[src/rtl/multicycle_controller_if.sv]
// Control/status bundle between the multicycle controller and the RV32I datapath.
// The controller owns the strobes and mux selects; the datapath supplies decode fields and flags.
interface multicycle_controller_if;
  logic [6:0] op;
  logic [2:0] funct3;
  logic       funct7b5;
  logic       zero;
  logic       mem_ready;
  logic       pc_write;
  logic       ir_write;
  logic       mem_write;
  logic       reg_write;
  logic       adr_src;
  logic [1:0] alu_src_a;
  logic [1:0] alu_src_b;
  logic [1:0] result_src;
  logic [2:0] alu_control;
  logic [2:0] imm_src;
  logic       illegal_instr;

  modport master (
    input  op, funct3, funct7b5, zero, mem_ready,
    output pc_write, ir_write, mem_write, reg_write, adr_src, alu_src_a,
           alu_src_b, result_src, alu_control, imm_src, illegal_instr
  );

  modport slave (
    output op, funct3, funct7b5, zero, mem_ready,
    input  pc_write, ir_write, mem_write, reg_write, adr_src, alu_src_a,
           alu_src_b, result_src, alu_control, imm_src, illegal_instr
  );
endinterface

[src/rtl/multicycle_controller.sv]
// Main control FSM of the multicycle RV32I core: sequences ALU, register file,
// unified memory and immediate extender, stalling on the memory ready handshake.
module multicycle_controller (
  input  logic                    clk,
  input  logic                    reset_n,
  multicycle_controller_if.master ctrl
);

  localparam logic [6:0] OP_LW    = 7'b0000011;
  localparam logic [6:0] OP_SW    = 7'b0100011;
  localparam logic [6:0] OP_R     = 7'b0110011;
  localparam logic [6:0] OP_I     = 7'b0010011;
  localparam logic [6:0] OP_BR    = 7'b1100011;
  localparam logic [6:0] OP_JAL   = 7'b1101111;
  localparam logic [6:0] OP_LUI   = 7'b0110111;
  localparam logic [6:0] OP_AUIPC = 7'b0010111;

  localparam logic [2:0] ALU_ADD = 3'b000;
  localparam logic [2:0] ALU_SUB = 3'b001;
  localparam logic [2:0] ALU_AND = 3'b010;
  localparam logic [2:0] ALU_OR  = 3'b011;
  localparam logic [2:0] ALU_SLT = 3'b101;

  typedef enum logic [3:0] {
    FETCH, DECODE, MEMADR, MEMREAD, MEMWB, MEMWRITE,
    EXECR, EXECI, ALUWB, BRANCH, JAL, UTYPE
  } state_t;

  state_t state, state_next;
  logic [2:0] funct_alu;

  always_ff @(posedge clk or negedge reset_n) begin
    if (!reset_n) state <= FETCH;
    else          state <= state_next;
  end

  // Immediate format follows the opcode in every state
  always_comb begin
    unique case (ctrl.op)
      OP_SW:              ctrl.imm_src = 3'b001;
      OP_BR:              ctrl.imm_src = 3'b010;
      OP_JAL:             ctrl.imm_src = 3'b011;
      OP_LUI, OP_AUIPC:   ctrl.imm_src = 3'b100;
      default:            ctrl.imm_src = 3'b000;
    endcase
  end

  always_comb begin
    unique case (ctrl.funct3)
      3'b000:  funct_alu = (ctrl.op[5] & ctrl.funct7b5) ? ALU_SUB : ALU_ADD;
      3'b010:  funct_alu = ALU_SLT;
      3'b110:  funct_alu = ALU_OR;
      3'b111:  funct_alu = ALU_AND;
      default: funct_alu = ALU_ADD;
    endcase
  end

  always_comb begin
    state_next          = state;
    ctrl.pc_write       = 1'b0;
    ctrl.ir_write       = 1'b0;
    ctrl.mem_write      = 1'b0;
    ctrl.reg_write      = 1'b0;
    ctrl.adr_src        = 1'b0;
    ctrl.alu_src_a      = 2'b00;
    ctrl.alu_src_b      = 2'b00;
    ctrl.result_src     = 2'b00;
    ctrl.alu_control    = ALU_ADD;
    ctrl.illegal_instr  = 1'b0;
    unique case (state)
      FETCH: begin
        ctrl.alu_src_b  = 2'b10;
        ctrl.result_src = 2'b10;
        ctrl.ir_write   = ctrl.mem_ready;
        ctrl.pc_write   = ctrl.mem_ready;
        if (ctrl.mem_ready) state_next = DECODE;
      end
      DECODE: begin
        ctrl.alu_src_a = 2'b01;
        ctrl.alu_src_b = 2'b01;
        unique case (ctrl.op)
          OP_LW, OP_SW:     state_next = MEMADR;
          OP_R:             state_next = EXECR;
          OP_I:             state_next = EXECI;
          OP_BR:            state_next = BRANCH;
          OP_JAL:           state_next = JAL;
          OP_LUI, OP_AUIPC: state_next = UTYPE;
          default: begin
            state_next         = FETCH;
            ctrl.illegal_instr = 1'b1;
          end
        endcase
      end
      MEMADR: begin
        ctrl.alu_src_a = 2'b10;
        ctrl.alu_src_b = 2'b01;
        state_next     = ctrl.op[5] ? MEMWRITE : MEMREAD;
      end
      MEMREAD: begin
        ctrl.adr_src = 1'b1;
        if (ctrl.mem_ready) state_next = MEMWB;
      end
      MEMWB: begin
        ctrl.result_src = 2'b01;
        ctrl.reg_write  = 1'b1;
        state_next      = FETCH;
      end
      MEMWRITE: begin
        ctrl.adr_src   = 1'b1;
        ctrl.mem_write = 1'b1;
        if (ctrl.mem_ready) state_next = FETCH;
      end
      EXECR: begin
        ctrl.alu_src_a   = 2'b10;
        ctrl.alu_control = funct_alu;
        state_next       = ALUWB;
      end
      EXECI: begin
        ctrl.alu_src_a   = 2'b10;
        ctrl.alu_src_b   = 2'b01;
        ctrl.alu_control = funct_alu;
        state_next       = ALUWB;
      end
      ALUWB: begin
        ctrl.reg_write = 1'b1;
        state_next     = FETCH;
      end
      BRANCH: begin
        ctrl.alu_src_a   = 2'b10;
        ctrl.alu_control = ALU_SUB;
        ctrl.pc_write    = ctrl.zero ^ ctrl.funct3[0];
        state_next       = FETCH;
      end
      JAL: begin
        ctrl.alu_src_a = 2'b01;
        ctrl.alu_src_b = 2'b10;
        ctrl.pc_write  = 1'b1;
        state_next     = ALUWB;
      end
      UTYPE: begin
        ctrl.alu_src_a = ctrl.op[5] ? 2'b11 : 2'b01;
        ctrl.alu_src_b = 2'b01;
        state_next     = ALUWB;
      end
      default: state_next = FETCH;
    endcase

    // The state is already FETCH while reset is held; strobes must stay quiet regardless of mem_ready
    if (!reset_n) begin
      ctrl.pc_write      = 1'b0;
      ctrl.ir_write      = 1'b0;
      ctrl.mem_write     = 1'b0;
      ctrl.reg_write     = 1'b0;
      ctrl.illegal_instr = 1'b0;
    end
  end

endmodule

[src/flat_wrapper.sv]
// flat-port wrapper written by rule: the top's interface ports become plain ports
module multicycle_controller_flat 
  (clk, reset_n, ctrl_op, ctrl_funct3, ctrl_funct7b5, ctrl_zero, ctrl_mem_ready, ctrl_pc_write, ctrl_ir_write, ctrl_mem_write, ctrl_reg_write, ctrl_adr_src, ctrl_alu_src_a, ctrl_alu_src_b, ctrl_result_src, ctrl_alu_control, ctrl_imm_src, ctrl_illegal_instr);
  multicycle_controller_if ctrl_i ();
  input  logic clk;
  input  logic reset_n;
  input wire logic [$bits(ctrl_i.op)-1:0] ctrl_op;
  input wire logic [$bits(ctrl_i.funct3)-1:0] ctrl_funct3;
  input wire logic [$bits(ctrl_i.funct7b5)-1:0] ctrl_funct7b5;
  input wire logic [$bits(ctrl_i.zero)-1:0] ctrl_zero;
  input wire logic [$bits(ctrl_i.mem_ready)-1:0] ctrl_mem_ready;
  output wire logic [$bits(ctrl_i.pc_write)-1:0] ctrl_pc_write;
  output wire logic [$bits(ctrl_i.ir_write)-1:0] ctrl_ir_write;
  output wire logic [$bits(ctrl_i.mem_write)-1:0] ctrl_mem_write;
  output wire logic [$bits(ctrl_i.reg_write)-1:0] ctrl_reg_write;
  output wire logic [$bits(ctrl_i.adr_src)-1:0] ctrl_adr_src;
  output wire logic [$bits(ctrl_i.alu_src_a)-1:0] ctrl_alu_src_a;
  output wire logic [$bits(ctrl_i.alu_src_b)-1:0] ctrl_alu_src_b;
  output wire logic [$bits(ctrl_i.result_src)-1:0] ctrl_result_src;
  output wire logic [$bits(ctrl_i.alu_control)-1:0] ctrl_alu_control;
  output wire logic [$bits(ctrl_i.imm_src)-1:0] ctrl_imm_src;
  output wire logic [$bits(ctrl_i.illegal_instr)-1:0] ctrl_illegal_instr;
  assign ctrl_i.op = ctrl_op;
  assign ctrl_i.funct3 = ctrl_funct3;
  assign ctrl_i.funct7b5 = ctrl_funct7b5;
  assign ctrl_i.zero = ctrl_zero;
  assign ctrl_i.mem_ready = ctrl_mem_ready;
  assign ctrl_pc_write = ctrl_i.pc_write;
  assign ctrl_ir_write = ctrl_i.ir_write;
  assign ctrl_mem_write = ctrl_i.mem_write;
  assign ctrl_reg_write = ctrl_i.reg_write;
  assign ctrl_adr_src = ctrl_i.adr_src;
  assign ctrl_alu_src_a = ctrl_i.alu_src_a;
  assign ctrl_alu_src_b = ctrl_i.alu_src_b;
  assign ctrl_result_src = ctrl_i.result_src;
  assign ctrl_alu_control = ctrl_i.alu_control;
  assign ctrl_imm_src = ctrl_i.imm_src;
  assign ctrl_illegal_instr = ctrl_i.illegal_instr;
  multicycle_controller u_core (.clk(clk), .reset_n(reset_n), .ctrl(ctrl_i));
endmodule
[config.mk]
export PLATFORM = sky130hd
export DESIGN_NAME = multicycle_controller_flat
export DESIGN_NICKNAME = d
export VERILOG_FILES = /design/src/rtl/multicycle_controller_if.sv /design/src/rtl/multicycle_controller.sv /design/src/flat_wrapper.sv
export SDC_FILE = /design/constraint.sdc
export NUM_CORES = 1
export LEC_CHECK = 0
export CORE_AREA = 2 2 41 50
export CTS_BUF_LIST = sky130_fd_sc_hd__clkbuf_8 sky130_fd_sc_hd__clkbuf_16
export CTS_CLUSTER_SIZE = 24
export DETAILED_ROUTE_END_ITERATION = 8
export DIE_AREA = 0 0 43 52
export PLACE_DENSITY = 0.8
export SLEW_MARGIN = 0
export SYNTH_ARGS = -nofsm -noshare
export SYNTH_HDL_FRONTEND = slang
export SYNTH_SLANG_ARGS = --single-unit
[constraint.sdc]
create_clock -name clk -period 1.8 [get_ports clk]
set_input_delay 0.36 -clock clk [delete_from_list [all_inputs] [get_ports clk]]
set_output_delay 0.36 -clock clk [all_outputs]
set_load 0.01 [all_outputs]
==> impl.org <==
** Finish
- In the final layout, the share of cells above drive strength 1 is 0.553.
- Number of fillers in the final layout :: between 100 and 150
- Register with the most flip-flops :: u_core.state
- After the last flow step, the layout net total stands at 178.
- Diodes inserted :: 0
- Flip-flop count of the largest register, all copies and words added :: 4
- Biggest registers after layout :: u_core.state (4)
- Layout-stage area growth over the synthesis result :: 119%

** Pwr
- PnR Total Power :: 0.612 mW
- For this design the static power due to leakage is 0.662 nW.
- VDD sags by at most 0.415 mV.
- In this run the power density over the cells is 447 nW/um^2.

** Floorplanning
- Cell row count :: 17
- The die covers 2240 sq um.
- Pin placement for this block handled 33 I/O pins.
- Starting density of the core :: 0.349
- Floorplan core area :: ~1800 sq um
- In this run the horizontal extent of the chip is 43 microns.
- In this run the vertical extent of the chip is about 52 microns.

** Flow run
- Reported max-cap violation count :: 0

** Clock network
- The root buffer cell chosen for the clock tree is sky130_fd_sc_hd__clkbuf_8.
- In this run the deepest clock path goes through 2 buffers.
- TritonCTS clock tree :: yes
- Clock latency on the worst-skew pair, taken at its later pin, is 0.22 ns.
- Counting the buffers created by CTS gives 3.
- Reg clk slew, reported paths :: 0.03 ns
- CTS built an H-tree with a depth of 1.
- Number of sinks handled by clock tree synthesis :: 4
- After clock tree synthesis, the flow added hold-fix buffers numbering 0.

** Synthesis
- Synthesized area :: 624 sq um
- Synthesis inferred 4 register bits.
- Synthesis warning total :: 0
- Register area share after synthesis :: 0.160
- Distinct cell type count after synthesis :: 39
- Mean post-synth cell area :: 7.09 sq um
- Of the total synthesized cell area, the portion taken by XOR and XNOR cells is 0.0701.
- Synthesis handed over a netlist of 88 instances.
- Of the total synthesized cell area, the portion taken by AND, OR, NAND and NOR gates is 0.395.
- The compound-gate portion of the synthesized area came to 0.226.
- Net Count, Synth :: around 100
- Multiplexer area fraction after synthesis :: 0.0521
- After synthesis, the largest family of logic cells by area is simple AND/OR/NAND/NOR gates.
- Fraction of the mapped netlist area in adder cells :: 0

** Global routing
- Wire length of the first global-routing pass :: 4460 microns
- Across every metal layer, demand over resource in global routing totals 0.256.
- Initial antenna violation count :: 0
- Number of global-route vias before repair :: 982
- Pin count of the biggest net entering global routing :: 10
- Summed over all layers, the global routing overflow is 0.

** Critical path
- Endpoint required time on the critical path :: around 1.4 ns
- The signal on the critical path passes through buf_4 > buf_4 > xor2_1 > nor3_1 > buf_2.
- Most prevalent standard cell on the critical path :: sky130_fd_sc_hd__buf_4
- Critical path capture point type :: output pin
- Delay contributed by the slowest stage of the critical path :: about 0.45 ns
- STA puts the critical path data arrival time at about 1.5 ns.
- CP startpoint kind :: flop
- Biggest fanout along the worst timing path :: 6
- Slowest cell on the critical path :: sky130_fd_sc_hd__dfrtp_2
- The worst setup path is of the reg2out kind.

** STA
- Number of hold violations in the final report :: 0
- Post-route clock period utilization :: 1.04
- On the final layout, the worst clock skew is 0.00361 ns.
- Across all setup checks in the final design, the least slack found is -0.0760 ns.
- Number of endpoints failing setup at the final stage :: 4
- Headroom to the max-slew limit came out at 0.710.
- Achievable Freq :: 533 MHz
- Slew at the pin with the worst max-slew slack :: 0.430 ns
- Setup repair after global routing missed its margin :: true
- The max-slew violation count is 0.
- The routed design could run at a clock period as short as 1.88 ns.

** Routing
- Routed len/inst :: between 15 and 20 microns
- Remaining design rule violation count :: 0
- The detail route stage leaves a number of antenna-violating nets equal to 0.
- The routed layout has 1000 vias.
- Number of detailed-routing iterations run before antenna repair :: 4
- The final layout contains routed wiring with a total length of 2820 microns.
- The first routing iteration left 22 violations.
- Dividing the detail-routed via count by the number of cells gives 5.56.

** Min path
- Min-delay worst type :: in2async

** Placement
- The HPWL after detailed placement is 1880 microns.
- Number of buffers added on ports :: 32
- Final Wtd Congestion :: 0.914
- Timing analysis after detailed placement gives a worst setup slack of -0.610 ns.

** Outcome
- Outcome :: finished, violations left
- The checks that failed: negative setup slack.
==> cell usage in the layout (no fill, tap or decap), drive strengths merged, types with 2 or more instances in the layout <==
| master | n |
|---|---|
| nor4b | 2 |
| a31oi | 2 |
| o32ai | 2 |
| dlymetal6s2s | 3 |
| nor2 | 7 |
| nand3 | 4 |
| inv | 5 |
| dfrtp | 4 |
| a21oi | 9 |
| nor4 | 4 |
| buf | 55 |
| clkdlybuf4s50 | 5 |
| nand2 | 5 |
| nand2b | 3 |
| mux2 | 2 |
| nor3 | 7 |
| o21ai | 2 |
| xor2 | 4 |
| clkbuf | 8 |
| dlygate4sd2 | 5 |
| clkdlybuf4s15 | 5 |
==> logic make-up (layout without fill, tap and decap cells) <==
family | after synthesis | in the layout
buffers and inverters | 13 | 86
flip-flops | 4 | 4
multiplexers | 3 | 3
AND/OR/NAND/NOR | 41 | 41
AO/OA/AOI/OAI | 22 | 22
XOR/XNOR | 5 | 5
==> timing repair <==
item | in CTS | in global routing
setup buffers | 6 | 3
pin swaps | 3 | 7
resized for setup | 75 | 29
setup endpoints to repair | 18 | 16
==> layout make-up <==
type,instances,area (sq um),share of cell area
timing repair buffer,78,623,0.456
tap,19,23.8,0.0174
clock buffer,3,41.3,0.0302
inverter,5,18.8,0.0137
sequential,4,105,0.0769
multi-input combinational,71,556,0.406
==> stage by stage <==
step	hold WS [ns]	area (sq um)	utilization	std cells	TNS, ns
2_1_floorplan	0.0644	624	-	88	0
3_3_place_gp	0.724	1200	0.674	168	-5.08
3_5_place_dp	0.733	1200	0.674	168	-5.70
4_1_cts	0.286	1300	0.729	177	-0.285
5_1_grt	0.320	1370	0.765	180	-0.436
6_report	0.303	1370	0.765	180	-0.171
==> report_power, final <==
| part | leakage [nW] | internal, mW | switching [mW] |
|---|---|---|---|
| clock network | 0.0216 | 0.142 | 0.0448 |
| logic | 0.593 | 0.178 | 0.140 |
| registers | 0.0477 | 0.0967 | 0.0106 |
==> worst max-delay path: cells and delay by family (launching register included) <==
kind / cells / cell delay (ns)
xor gates and xnor gates: 1 / 0.14
and+or+nand+nor: 1 / 0.20
DFF: 1 / 0.45
buffers and inverters: 3 / 0.50
==> synthesized netlist by cell type, drive strengths merged <==
cell type / n / share of area
a211o: 1 / 0.014
a211oi: 1 / 0.012
a21oi: 9 / 0.072
a311oi: 1 / 0.014
a31oi: 2 / 0.020
and3: 1 / 0.010
and3b: 1 / 0.014
and4: 1 / 0.014
buf: 5 / 0.048
clkbuf: 3 / 0.018
dfrtp: 4 / 0.16
inv: 5 / 0.030
mux2: 2 / 0.036
mux2i: 1 / 0.016
nand2: 5 / 0.030
nand2b: 3 / 0.030
nand3: 4 / 0.040
nand3b: 1 / 0.012
nand4: 1 / 0.010
nor2: 7 / 0.042
nor2b: 1 / 0.010
nor3: 7 / 0.056
nor3b: 1 / 0.012
nor4: 4 / 0.040
nor4b: 2 / 0.052
o21a: 1 / 0.012
o21ai: 2 / 0.016
o21bai: 1 / 0.012
o31a: 1 / 0.014
o31ai: 1 / 0.012
o32ai: 2 / 0.028
or3: 1 / 0.010
or4: 1 / 0.012
xnor2: 1 / 0.014
xor2: 4 / 0.056
==> metal layers <==
layer / vias to the layer above / GRT usage / wire, microns
met5: - / 0 / 0
met4: 0 / 0.0556 / 45
met3: 8 / 0.0174 / 132
met2: 47 / 0.538 / 1630
met1: 471 / 0.269 / 1010
li1: 474 / - / -
==> final timing paths <==
path / start / endpoint / slack (ns) / depth (start not counted)
worst min register to register: u_core.state[3] / u_core.state[2] / 0.69 / 2
worst max-delay path: u_core.state[3] / ctrl_alu_src_b[1] / -0.08 / 5
min in group clk: ctrl_op[3] / u_core.state[0] / 0.69 / 3
worst min-delay path: reset_n / u_core.state[1] / 0.30 / 2
max in group asynchronous: reset_n / u_core.state[3] / 1.38 / 2
worst max register to register: u_core.state[1] / u_core.state[2] / 0.01 / 7
Note: power is estimated with default switching activity, not from simulation.
